==> config.mk <==
export PLATFORM = sky130hd
export DESIGN_NAME = game_flow_controller_flat
export DESIGN_NICKNAME = d
export VERILOG_FILES = /design/src/rtl/game_flow_controller_pkg.sv /design/src/rtl/game_flow_controller_if.sv /design/src/rtl/game_flow_controller_frame_timer.sv /design/src/rtl/game_flow_controller.sv /design/src/flat_wrapper.sv
export SDC_FILE = /design/constraint.sdc
export NUM_CORES = 1
export LEC_CHECK = 0
export ABC_CLOCK_PERIOD_IN_PS = 1700
export BUFFER_PORTS_ARGS = -buffer_cell sky130_fd_sc_hd__buf_4
export CAP_MARGIN = 25
export CORE_MARGIN = 1
export CORE_UTILIZATION = 49
export CTS_CLUSTER_DIAMETER = 150
export DETAILED_ROUTE_END_ITERATION = 8
export GPL_ROUTABILITY_DRIVEN = 0
export PLACE_DENSITY = 0.74
export SYNTH_ARGS = -nofsm -noshare
export SYNTH_HDL_FRONTEND = slang
export SYNTH_SLANG_ARGS = --single-unit
==> constraint.sdc <==
create_clock -name i_Clk -period 1.7 [get_ports i_Clk]
set_input_delay 0.34 -clock i_Clk [delete_from_list [all_inputs] [get_ports i_Clk]]
set_output_delay 0.34 -clock i_Clk [all_outputs]
set_load 0.02 [all_outputs]
==> src/rtl/game_flow_controller_pkg.sv <==
// Shared game-flow constants: state encodings and default tuning.
// Imported by the controller, its interface users and the bench.
package game_flow_controller_pkg;

  typedef enum logic [2:0] {
    IDLE        = 3'd0,
    RUNNING     = 3'd1,
    DYING       = 3'd2,
    LEVEL_CLEAR = 3'd3,
    GAME_OVER   = 3'd4
  } state_t;

  localparam int DEF_NUM_LIVES    = 3;
  localparam int DEF_MAX_LEVEL    = 9;
  localparam int DEF_DEATH_FRAMES = 60;
  localparam int DEF_CLEAR_FRAMES = 30;

  function automatic logic is_paused(state_t s);
    return (s == DYING) || (s == LEVEL_CLEAR);
  endfunction

endpackage

==> src/rtl/game_flow_controller_if.sv <==
// Control bundle between the game-flow controller and the
// switch, collision, frog and obstacle blocks.
interface game_flow_controller_if #(
  parameter int LIVES_WIDTH = 2,
  parameter int LEVEL_WIDTH = 4
);

  logic                   i_Frame_Tick;
  logic                   i_Start;
  logic                   i_Has_Collided;
  logic                   i_Reached_Goal;
  logic                   o_Game_Active;
  logic                   o_Frozen;
  logic                   o_Respawn;
  logic                   o_Level_Up;
  logic [LEVEL_WIDTH-1:0] o_Level;
  logic [LIVES_WIDTH-1:0] o_Lives;
  logic                   o_Game_Over;
  logic [2:0]             o_State;

  modport master (
    output i_Frame_Tick, i_Start,
    output i_Has_Collided, i_Reached_Goal,
    input  o_Game_Active, o_Frozen,
    input  o_Respawn, o_Level_Up,
    input  o_Level, o_Lives,
    input  o_Game_Over, o_State
  );

  modport slave (
    input  i_Frame_Tick, i_Start,
    input  i_Has_Collided, i_Reached_Goal,
    output o_Game_Active, o_Frozen,
    output o_Respawn, o_Level_Up,
    output o_Level, o_Lives,
    output o_Game_Over, o_State
  );

endinterface

==> src/rtl/game_flow_controller_frame_timer.sv <==
// Loadable frame down-counter shared by the death and
// level-clear pauses; done fires on the tick taking it 1->0.
module game_flow_controller_frame_timer #(
  parameter int WIDTH = 8
) (
  input  logic             clk,
  input  logic             rst,
  input  logic             load,
  input  logic [WIDTH-1:0] load_value,
  input  logic             tick,
  output logic             done
);

  logic [WIDTH-1:0] count;

  // Load wins; otherwise count down per tick, holding at zero.
  always_ff @(posedge clk or posedge rst) begin
    if (rst) begin
      count <= '0;
    end else if (load) begin
      count <= load_value;
    end else if (tick && (count != '0)) begin
      count <= count - 1'b1;
    end
  end

  assign done = tick && !load && (count == WIDTH'(1));

endmodule

==> src/rtl/game_flow_controller.sv <==
// Frogger game-flow FSM: lives, levels, timed death and
// level-clear pauses, and game over.
module game_flow_controller
  import game_flow_controller_pkg::*;
#(
  parameter int NUM_LIVES    = DEF_NUM_LIVES,
  parameter int LIVES_WIDTH  = 2,
  parameter int MAX_LEVEL    = DEF_MAX_LEVEL,
  parameter int LEVEL_WIDTH  = 4,
  parameter int DEATH_FRAMES = DEF_DEATH_FRAMES,
  parameter int CLEAR_FRAMES = DEF_CLEAR_FRAMES,
  parameter int TIMER_WIDTH  = 8
) (
  input logic                  i_Clk,
  input logic                  i_Reset,
  game_flow_controller_if.slave bus
);

  state_t                 state;
  logic [LIVES_WIDTH-1:0] lives;
  logic [LEVEL_WIDTH-1:0] level;
  logic                   armed;
  logic                   respawn;
  logic                   level_up;
  logic                   start_ok;
  logic                   timer_load;
  logic [TIMER_WIDTH-1:0] timer_value;
  logic                   timer_tick;
  logic                   timer_done;

  // A start only counts after the switches have been seen released.
  assign start_ok = armed && bus.i_Start &&
                    ((state == IDLE) || (state == GAME_OVER));

  assign timer_tick = bus.i_Frame_Tick && is_paused(state);

  // Load the pause length as RUNNING hands off; collision wins.
  always_comb begin
    timer_load  = 1'b0;
    timer_value = TIMER_WIDTH'(CLEAR_FRAMES);
    if (state == RUNNING) begin
      if (bus.i_Has_Collided) begin
        timer_load  = 1'b1;
        timer_value = TIMER_WIDTH'(DEATH_FRAMES);
      end else if (bus.i_Reached_Goal) begin
        timer_load  = 1'b1;
      end
    end
  end

  game_flow_controller_frame_timer #(
    .WIDTH(TIMER_WIDTH)
  ) u_timer (
    .clk       (i_Clk),
    .rst       (i_Reset),
    .load      (timer_load),
    .load_value(timer_value),
    .tick      (timer_tick),
    .done      (timer_done)
  );

  // Game-flow state, lives, level, arming and transition pulses.
  always_ff @(posedge i_Clk or posedge i_Reset) begin
    if (i_Reset) begin
      state    <= IDLE;
      lives    <= LIVES_WIDTH'(NUM_LIVES);
      level    <= LEVEL_WIDTH'(1);
      armed    <= 1'b0;
      respawn  <= 1'b0;
      level_up <= 1'b0;
    end else begin
      respawn  <= 1'b0;
      level_up <= 1'b0;
      if (start_ok) begin
        armed <= 1'b0;
      end else if (!bus.i_Start) begin
        armed <= 1'b1;
      end
      case (state)
        IDLE: begin
          if (start_ok) begin
            state   <= RUNNING;
            respawn <= 1'b1;
          end
        end
        RUNNING: begin
          if (bus.i_Has_Collided) begin
            state <= DYING;
            if (lives != '0) begin
              lives <= lives - 1'b1;
            end
          end else if (bus.i_Reached_Goal) begin
            state <= LEVEL_CLEAR;
            if (level < LEVEL_WIDTH'(MAX_LEVEL)) begin
              level    <= level + 1'b1;
              level_up <= 1'b1;
            end
          end
        end
        DYING: begin
          if (timer_done) begin
            if (lives == '0) begin
              state <= GAME_OVER;
            end else begin
              state   <= RUNNING;
              respawn <= 1'b1;
            end
          end
        end
        LEVEL_CLEAR: begin
          if (timer_done) begin
            state   <= RUNNING;
            respawn <= 1'b1;
          end
        end
        GAME_OVER: begin
          if (start_ok) begin
            state <= IDLE;
            lives <= LIVES_WIDTH'(NUM_LIVES);
            level <= LEVEL_WIDTH'(1);
          end
        end
        default: begin
          state <= IDLE;
        end
      endcase
    end
  end

  assign bus.o_Game_Active = (state == RUNNING);
  assign bus.o_Frozen      = is_paused(state) ||
                             (state == GAME_OVER);
  assign bus.o_Game_Over   = (state == GAME_OVER);
  assign bus.o_Respawn     = respawn;
  assign bus.o_Level_Up    = level_up;
  assign bus.o_Level       = level;
  assign bus.o_Lives       = lives;
  assign bus.o_State       = state;

endmodule

==> src/flat_wrapper.sv <==
// flat-port wrapper written by rule: the top's interface ports become plain ports
module game_flow_controller_flat import game_flow_controller_pkg::*;
#(
  parameter int NUM_LIVES    = DEF_NUM_LIVES,
  parameter int LIVES_WIDTH  = 2,
  parameter int MAX_LEVEL    = DEF_MAX_LEVEL,
  parameter int LEVEL_WIDTH  = 4,
  parameter int DEATH_FRAMES = DEF_DEATH_FRAMES,
  parameter int CLEAR_FRAMES = DEF_CLEAR_FRAMES,
  parameter int TIMER_WIDTH  = 8
)
  (i_Clk, i_Reset, bus_i_Frame_Tick, bus_i_Start, bus_i_Has_Collided, bus_i_Reached_Goal, bus_o_Game_Active, bus_o_Frozen, bus_o_Respawn, bus_o_Level_Up, bus_o_Level, bus_o_Lives, bus_o_Game_Over, bus_o_State);
  game_flow_controller_if #(.LIVES_WIDTH(LIVES_WIDTH), .LEVEL_WIDTH(LEVEL_WIDTH)) bus_i ();
  input logic i_Clk;
  input logic i_Reset;
  input wire logic [$bits(bus_i.i_Frame_Tick)-1:0] bus_i_Frame_Tick;
  input wire logic [$bits(bus_i.i_Start)-1:0] bus_i_Start;
  input wire logic [$bits(bus_i.i_Has_Collided)-1:0] bus_i_Has_Collided;
  input wire logic [$bits(bus_i.i_Reached_Goal)-1:0] bus_i_Reached_Goal;
  output wire logic [$bits(bus_i.o_Game_Active)-1:0] bus_o_Game_Active;
  output wire logic [$bits(bus_i.o_Frozen)-1:0] bus_o_Frozen;
  output wire logic [$bits(bus_i.o_Respawn)-1:0] bus_o_Respawn;
  output wire logic [$bits(bus_i.o_Level_Up)-1:0] bus_o_Level_Up;
  output wire logic [$bits(bus_i.o_Level)-1:0] bus_o_Level;
  output wire logic [$bits(bus_i.o_Lives)-1:0] bus_o_Lives;
  output wire logic [$bits(bus_i.o_Game_Over)-1:0] bus_o_Game_Over;
  output wire logic [$bits(bus_i.o_State)-1:0] bus_o_State;
  assign bus_i.i_Frame_Tick = bus_i_Frame_Tick;
  assign bus_i.i_Start = bus_i_Start;
  assign bus_i.i_Has_Collided = bus_i_Has_Collided;
  assign bus_i.i_Reached_Goal = bus_i_Reached_Goal;
  assign bus_o_Game_Active = bus_i.o_Game_Active;
  assign bus_o_Frozen = bus_i.o_Frozen;
  assign bus_o_Respawn = bus_i.o_Respawn;
  assign bus_o_Level_Up = bus_i.o_Level_Up;
  assign bus_o_Level = bus_i.o_Level;
  assign bus_o_Lives = bus_i.o_Lives;
  assign bus_o_Game_Over = bus_i.o_Game_Over;
  assign bus_o_State = bus_i.o_State;
  game_flow_controller #(.NUM_LIVES(NUM_LIVES), .LIVES_WIDTH(LIVES_WIDTH), .MAX_LEVEL(MAX_LEVEL), .LEVEL_WIDTH(LEVEL_WIDTH), .DEATH_FRAMES(DEATH_FRAMES), .CLEAR_FRAMES(CLEAR_FRAMES), .TIMER_WIDTH(TIMER_WIDTH)) u_core (.i_Clk(i_Clk), .i_Reset(i_Reset), .bus(bus_i));
endmodule
==> reports/metrics.csv, run 1 <==
metric;value;unit
Initial Utilization;51.9;%
maximum vdd ir drop;0.315;mV
failing checks;negative setup slack;
ys flop type;dfrtp_1;
Avg WL per Cell;15.7;um
H-tree Lvls;1;
Design Area, Final;0.00150;mm2
CTS root buf;clkbuf_4;
Clk Latency, worst-skew pair;0.30;ns
TritonCTS buffer count;3;
Antenna Violating Nets Remaining;0;
WP data required;1.36;ns
Slew @ Worst Pin;0.406;ns
fin crit share;100;%
first-pass GRT wire length;4550;um
Post-CTS Hold Fix Bufs;0;
# clock sinks;20;
crit-path max cell delay;0.45;ns
Synth area leader;dfrtp_1;
nets@finish;159;
Mapped Cells;112;
Max Clk Rate;0.586;GHz
Layout fillers;178;
clock buffer depth;2;
number of global-route vias before repair;995;
RSZ-0062 raised after global routing;true;
DR DRC count;0;
Final Hold Vio Count;0;
total negative slack;-0.00545;ns
Die X;50.2;um
Post-Syn Area per Cell;10.2;um2
Final Non-Filler Cells;174;
largest net degree at the start of global routing;21;
clock slew at reported path FFs;0.12;ns
pre-CTS WS;-0.0407;ns
Final min period;1.71;ns
Die Y;50.2;um
Slew headroom;72.9;%
count of final setup violators;1;
drt total wl;2730;um
post-DP HPWL;1890;um
share of cells above drive strength 1;39.7;%
DR vias;984;
PortBufs;19;
crit-path cells;or3b_4 > nand2_2 > buf_6;
GRT Util Overall;24.3;%
Worst Path Buf+Inv;1;
Finished Core Util;68.6;%
Post-synth EDFFs;0;
outcome;finished, violations left;
top area cells in the synthesized netlist;dfrtp_1 37%, dfstp_2 6.9%, ha_1 6.6%, nor2_1 3.6%, mux2i_1 3.5%;
CTS tree;yes;
most frequent cells after synthesis;17 x dfrtp_1, 11 x nor2_1, 10 x inv_1, 10 x nand2_1;
skew final;0.0119;ns
CP Launch Type;flip-flop;
Crit Path Max Fanout;4;
P_leak;0.702;nW
Area Growth Syn to Fin;32.2;%
Post-synth ARST share;100;%
family with the most delay on the worst path;simple AND/OR/NAND/NOR gates;
cell with the most instances after synthesis;dfrtp_1;
# IOs;20;
total of warnings raised by yosys;0;
critical path endpoint category;output pin;
Hold Path Class;primary input to async pin;
Initial DRC Count;21;
PD cells;515;mW/mm2
diode count;0;
placement row count;17;
post-synth net total;124;
Placed Cells;163;
Final Slew Violations;0;
Setup CP Type;flip-flop to output pin;
sequential fraction of the synthesis area;44.3;%
Netlist cell types;44;
slowest CP cell;dfrtp_2;
core area;0.00219;mm2
Yosys top cell area share;37.4;%
Placement Cell Area;0.00135;mm2
antenna violations before repair;0;
vias per inst;5.66;
Arr. time, crit path;1.37;ns
global route overflow;0;
max-cap viol count;0;
post-route setup slack;-0.00545;ns
Cell Area, Synth;0.00114;mm2
die area;0.00252;mm2
first-pass detailed-route iteration total;4;
post-synthesis register bit count;20;
==> area by class of cell <==
cell class | count | area [um2] | area share [%]
multi-input cells | 80 | 651 | 43.3
well taps | 28 | 35.0 | 2.33
flip-flops and latches | 20 | 507 | 33.7
clock buffers | 4 | 26.3 | 1.75
inverters | 10 | 37.5 | 2.50
repair buffers | 32 | 248 | 16.5
==> worst paths after layout <==
path / start / to / slack [ns] / cells after the start
max: u_core.bus.o_State[1] / bus_o_Frozen / -0.005 / 3
min: i_Reset / u_core.u_timer.count[5] / 0.04 / 3
max reg2reg: u_core.u_timer.count[0] / u_core.u_timer.count[2] / 0.08 / 6
min reg2reg: u_core.bus.o_State[2] / u_core.bus.o_State[0] / 0.51 / 1
max in group asynchronous: i_Reset / u_core.bus.o_Lives[1] / 1.37 / 3
min in group i_Clk: bus_i_Start / u_core.armed / 0.17 / 2
==> cell usage in the layout, fill, tap and decap left out, types with 2 or more instances in the layout <==
cell type	count
dfstp_2	3
buf_4	30
buf_6	2
a21oi_1	2
nor2_1	11
a31oi_1	2
nand2_1	9
nor3_1	4
nand3_1	2
o21ai_0	6
clkbuf_4	3
inv_1	8
dfrtp_2	2
inv_2	2
ha_1	5
dfrtp_1	15
mux2i_1	4
==> metrics by stage <==
stage                     hold slack, ns  power (mW)
after floorplan                    0.302       0.507
after global placement             0.388       0.530
after detailed placement           0.392       0.531
after CTS                         0.0502       0.773
after global routing              0.0535       0.812
final                             0.0435       0.775
==> logic make-up (layout without fill, tap and decap cells) <==
| group | count (synthesis) | after routing | synth area share, % |
|---|---|---|---|
| xor gates and xnor gates | 1 | 1 | 0.770 |
| buffers and inverters | 12 | 46 | 4.62 |
| AOI/OAI and AO/OA | 26 | 26 | 16.4 |
| muxes | 4 | 4 | 3.52 |
| adders and majority gates | 6 | 6 | 6.60 |
| and+or+nand+nor | 43 | 43 | 23.8 |
| DFF | 20 | 20 | 44.3 |
==> power by group <==
| part | switching, mW | internal [mW] | leakage [nW] | total (mW) |
|---|---|---|---|---|
| combinational | 0.0306 | 0.0232 | 0.433 | 0.0538 |
| clock | 0.152 | 0.0914 | 0.0150 | 0.243 |
| sequential | 0.000865 | 0.477 | 0.254 | 0.478 |
==> registers in the layout, indices dropped and copies added, names as in the netlist <==
signal / count
u_core.armed: 1
u_core.bus.o_Lives: 2
u_core.u_timer.count: 8
u_core.bus.o_State: 3
u_core.bus.o_Level_Up: 1
u_core.bus.o_Respawn: 1
u_core.bus.o_Level: 4
==> what timing repair did <==
item	4_1_cts	5_1_grt
endpoints found under the setup margin	6	9
pin swaps	1	5
resized for setup	7	12
setup buffers	5	2
==> worst min-delay path: cells and delay by family <==
kind	cells	cell delay, ns
buffers and inverters	3	0.41
==> metal layers <==
layer,part of all wire (%),global-route usage [%],vias up
li1,-,-,470
met1,43,30.5,498
met2,54,44.0,16
met3,2.7,3.03,0
met4,0,5.24,0
met5,0,0,-
Note: power is estimated with default switching activity, not from simulation.
==> run 2, diff against run 1 <==
- CELL_PAD_IN_SITES_DETAIL_PLACEMENT: default -> 0
- CELL_PAD_IN_SITES_GLOBAL_PLACEMENT: default -> 2
- CORE_UTILIZATION: 49 -> 31
- PLACE_DENSITY: 0.74 -> default
- PLACE_DENSITY_LB_ADDON: default -> 0.1
==> reports/metrics.csv, run 2 (synthesis gave the netlist of run 1 again) <==
metric;value;unit;change
CTS root buf;clkbuf_4;;
vias per inst;5.00;;-12%
Initial Utilization;33.3;%;-19 points
outcome;finished clean;;
DR vias;960;;-2.4%
pre-CTS WS;0.0172;ns;+0.0580 ns
count of final setup violators;0;;-1
highest-count cells in the layout ignoring fill and taps;30 x buf_4, 14 x dfrtp_1, 11 x nor2_1;;
post-route setup slack;0.0182;ns;+0.0236 ns
DR DRC count;0;;unchanged
Final Slew Violations;0;;unchanged
fin crit share;98.9;%;-1.4 points
diode count;0;;unchanged
die area;0.00392;mm2;+56%
most common cell after layout, fill and taps aside;buf_4;;
P_leak;0.695;nW;-1.0%
Area Growth Syn to Fin;30.7;%;
drt total wl;2670;um;-2.1%
total negative slack;0;ns;+0.00545 ns
clock network fraction of total power;30.7;%;-0.7 points
Arr. time, crit path;1.34;ns;-0.03 ns
# clock sinks;20;;unchanged
max-cap viol count;0;;unchanged
Hold Path Class;primary input to async pin;;
Die Y;62.6;um;+25%
critical path endpoint category;output pin;;
Final Hold Vio Count;0;;unchanged
post-DP HPWL;2010;um;+6.7%
TritonCTS buffer count;3;;unchanged
Clk Latency, worst-skew pair;0.29;ns;about the same
GRT Util Overall;14.9;%;-9.4 points
WP data required;1.36;ns;about the same
largest net degree at the start of global routing;21;;unchanged
Net Sw Frac;22.5;%;-1.2 points
share of cells above drive strength 1;37.7;%;-2.1 points
CP Launch Type;flip-flop;;
# IOs;20;;unchanged
Largest Register;u_core.u_timer.count;;
Comb power frac;6.3;%;-0.6 points
nets@finish;159;;unchanged
Antenna Violating Nets Remaining;0;;unchanged
first-pass GRT wire length;4570;um;+0.29%
Die X;62.6;um;+25%
number of global-route vias before repair;954;;-4.1%
first-pass detailed-route iteration total;4;;unchanged
H-tree Lvls;1;;unchanged
Final min period;1.68;ns;-0.0236 ns
PortBufs;19;;unchanged
clock buffer depth;2;;unchanged
core area;0.00342;mm2;+56%
clock slew at reported path FFs;0.11;ns;about the same
Power Total;759;uW;-2.1%
antenna violations before repair;0;;unchanged
flip-flop count of the largest register after layout;8;;unchanged
Initial DRC Count;59;;+180%
Max Clk Rate;0.595;GHz;+1.4%
switching power;171;uW;-7.0%
maximum vdd ir drop;0.285;mV;-9.3%
part of the power in registers;63.1;%;+1.4 points
Slew headroom;73.5;%;+0.66 points
CTS tree;yes;;
Avg WL per Cell;13.9;um;-11%
Setup CP Type;flip-flop to output pin;;
skew final;0.00320;ns;-0.00874 ns
PD cells;511;mW/mm2;-0.95%
placement row count;21;;+4
RSZ-0062 raised after global routing;true;;
P_int;588;uW;-0.58%
global route overflow;0;;unchanged
Post-CTS Hold Fix Bufs;0;;unchanged
Slew @ Worst Pin;0.394;ns;-0.0118 ns
Crit Path Max Fanout;4;;unchanged
==> run 2: what timing repair did <==
action | 4_1_cts | 5_1_grt
endpoints found under the setup margin | 2 | 11
gates resized for setup | 6 | 7
pin swaps | 2 | 2
buffers inserted | 4 | 1
endpoints found under the hold margin | 0 | 0
==> run 2: cell type report <==
class                      instances  area, um2
multi-input combinational         80        609
inverter                          10       37.5
tap                               46       57.6
clock buffer                       4       26.3
timing repair buffer              32        248
sequential                        20        508
fill                             343       1930
==> run 2: worst max-delay path, cell delays in order, from the launching register on <==
cell	delay (ns)
dfrtp_2	0.44
or3b_4	0.42
nand2_2	0.08
buf_6	0.11
==> run 2: path summary, 6_finish.rpt <==
path	start	end	slack (ns)	cells after the start
max in group asynchronous	i_Reset	u_core.bus.o_Lives[0]	1.36	3
min in group i_Clk	bus_i_Start	u_core.armed	0.20	2
min reg2reg	u_core.armed	u_core.armed	0.52	2
min	i_Reset	u_core.u_timer.count[0]	0.06	3
max reg2reg	u_core.u_timer.count[1]	u_core.u_timer.count[7]	0.10	6
max	u_core.bus.o_State[0]	bus_o_Frozen	0.02	3
==> run 2: routing by layer <==
metal,routed length (um),GRT usage (%)
met1,1190,18.3
met2,1380,25.1
met3,73,2.55
met4,34,7.27
met5,0,0
==> run 2: per-stage QoR <==
step	cell area, um2	std cells	hold WS [ns]	util, %
2_1_floorplan	1140	112	0.302	-
3_3_place_gp	1380	183	0.394	40.5
3_5_place_dp	1380	183	0.398	40.5
4_1_cts	1450	191	0.0605	42.5
5_1_grt	1490	192	0.0836	43.5
6_report	1490	192	0.0602	43.5
==> run 2: power groups by stage <==
stage	clock (mW)	combinational (mW)	sequential, mW
6_report	0.233	0.0476	0.479
5_1_grt	0.265	0.0534	0.479
4_1_cts	0.249	0.0491	0.479
3_5_place_dp	0	0.0440	0.488
3_3_place_gp	0	0.0438	0.488
2_1_floorplan	0	0.0174	0.490
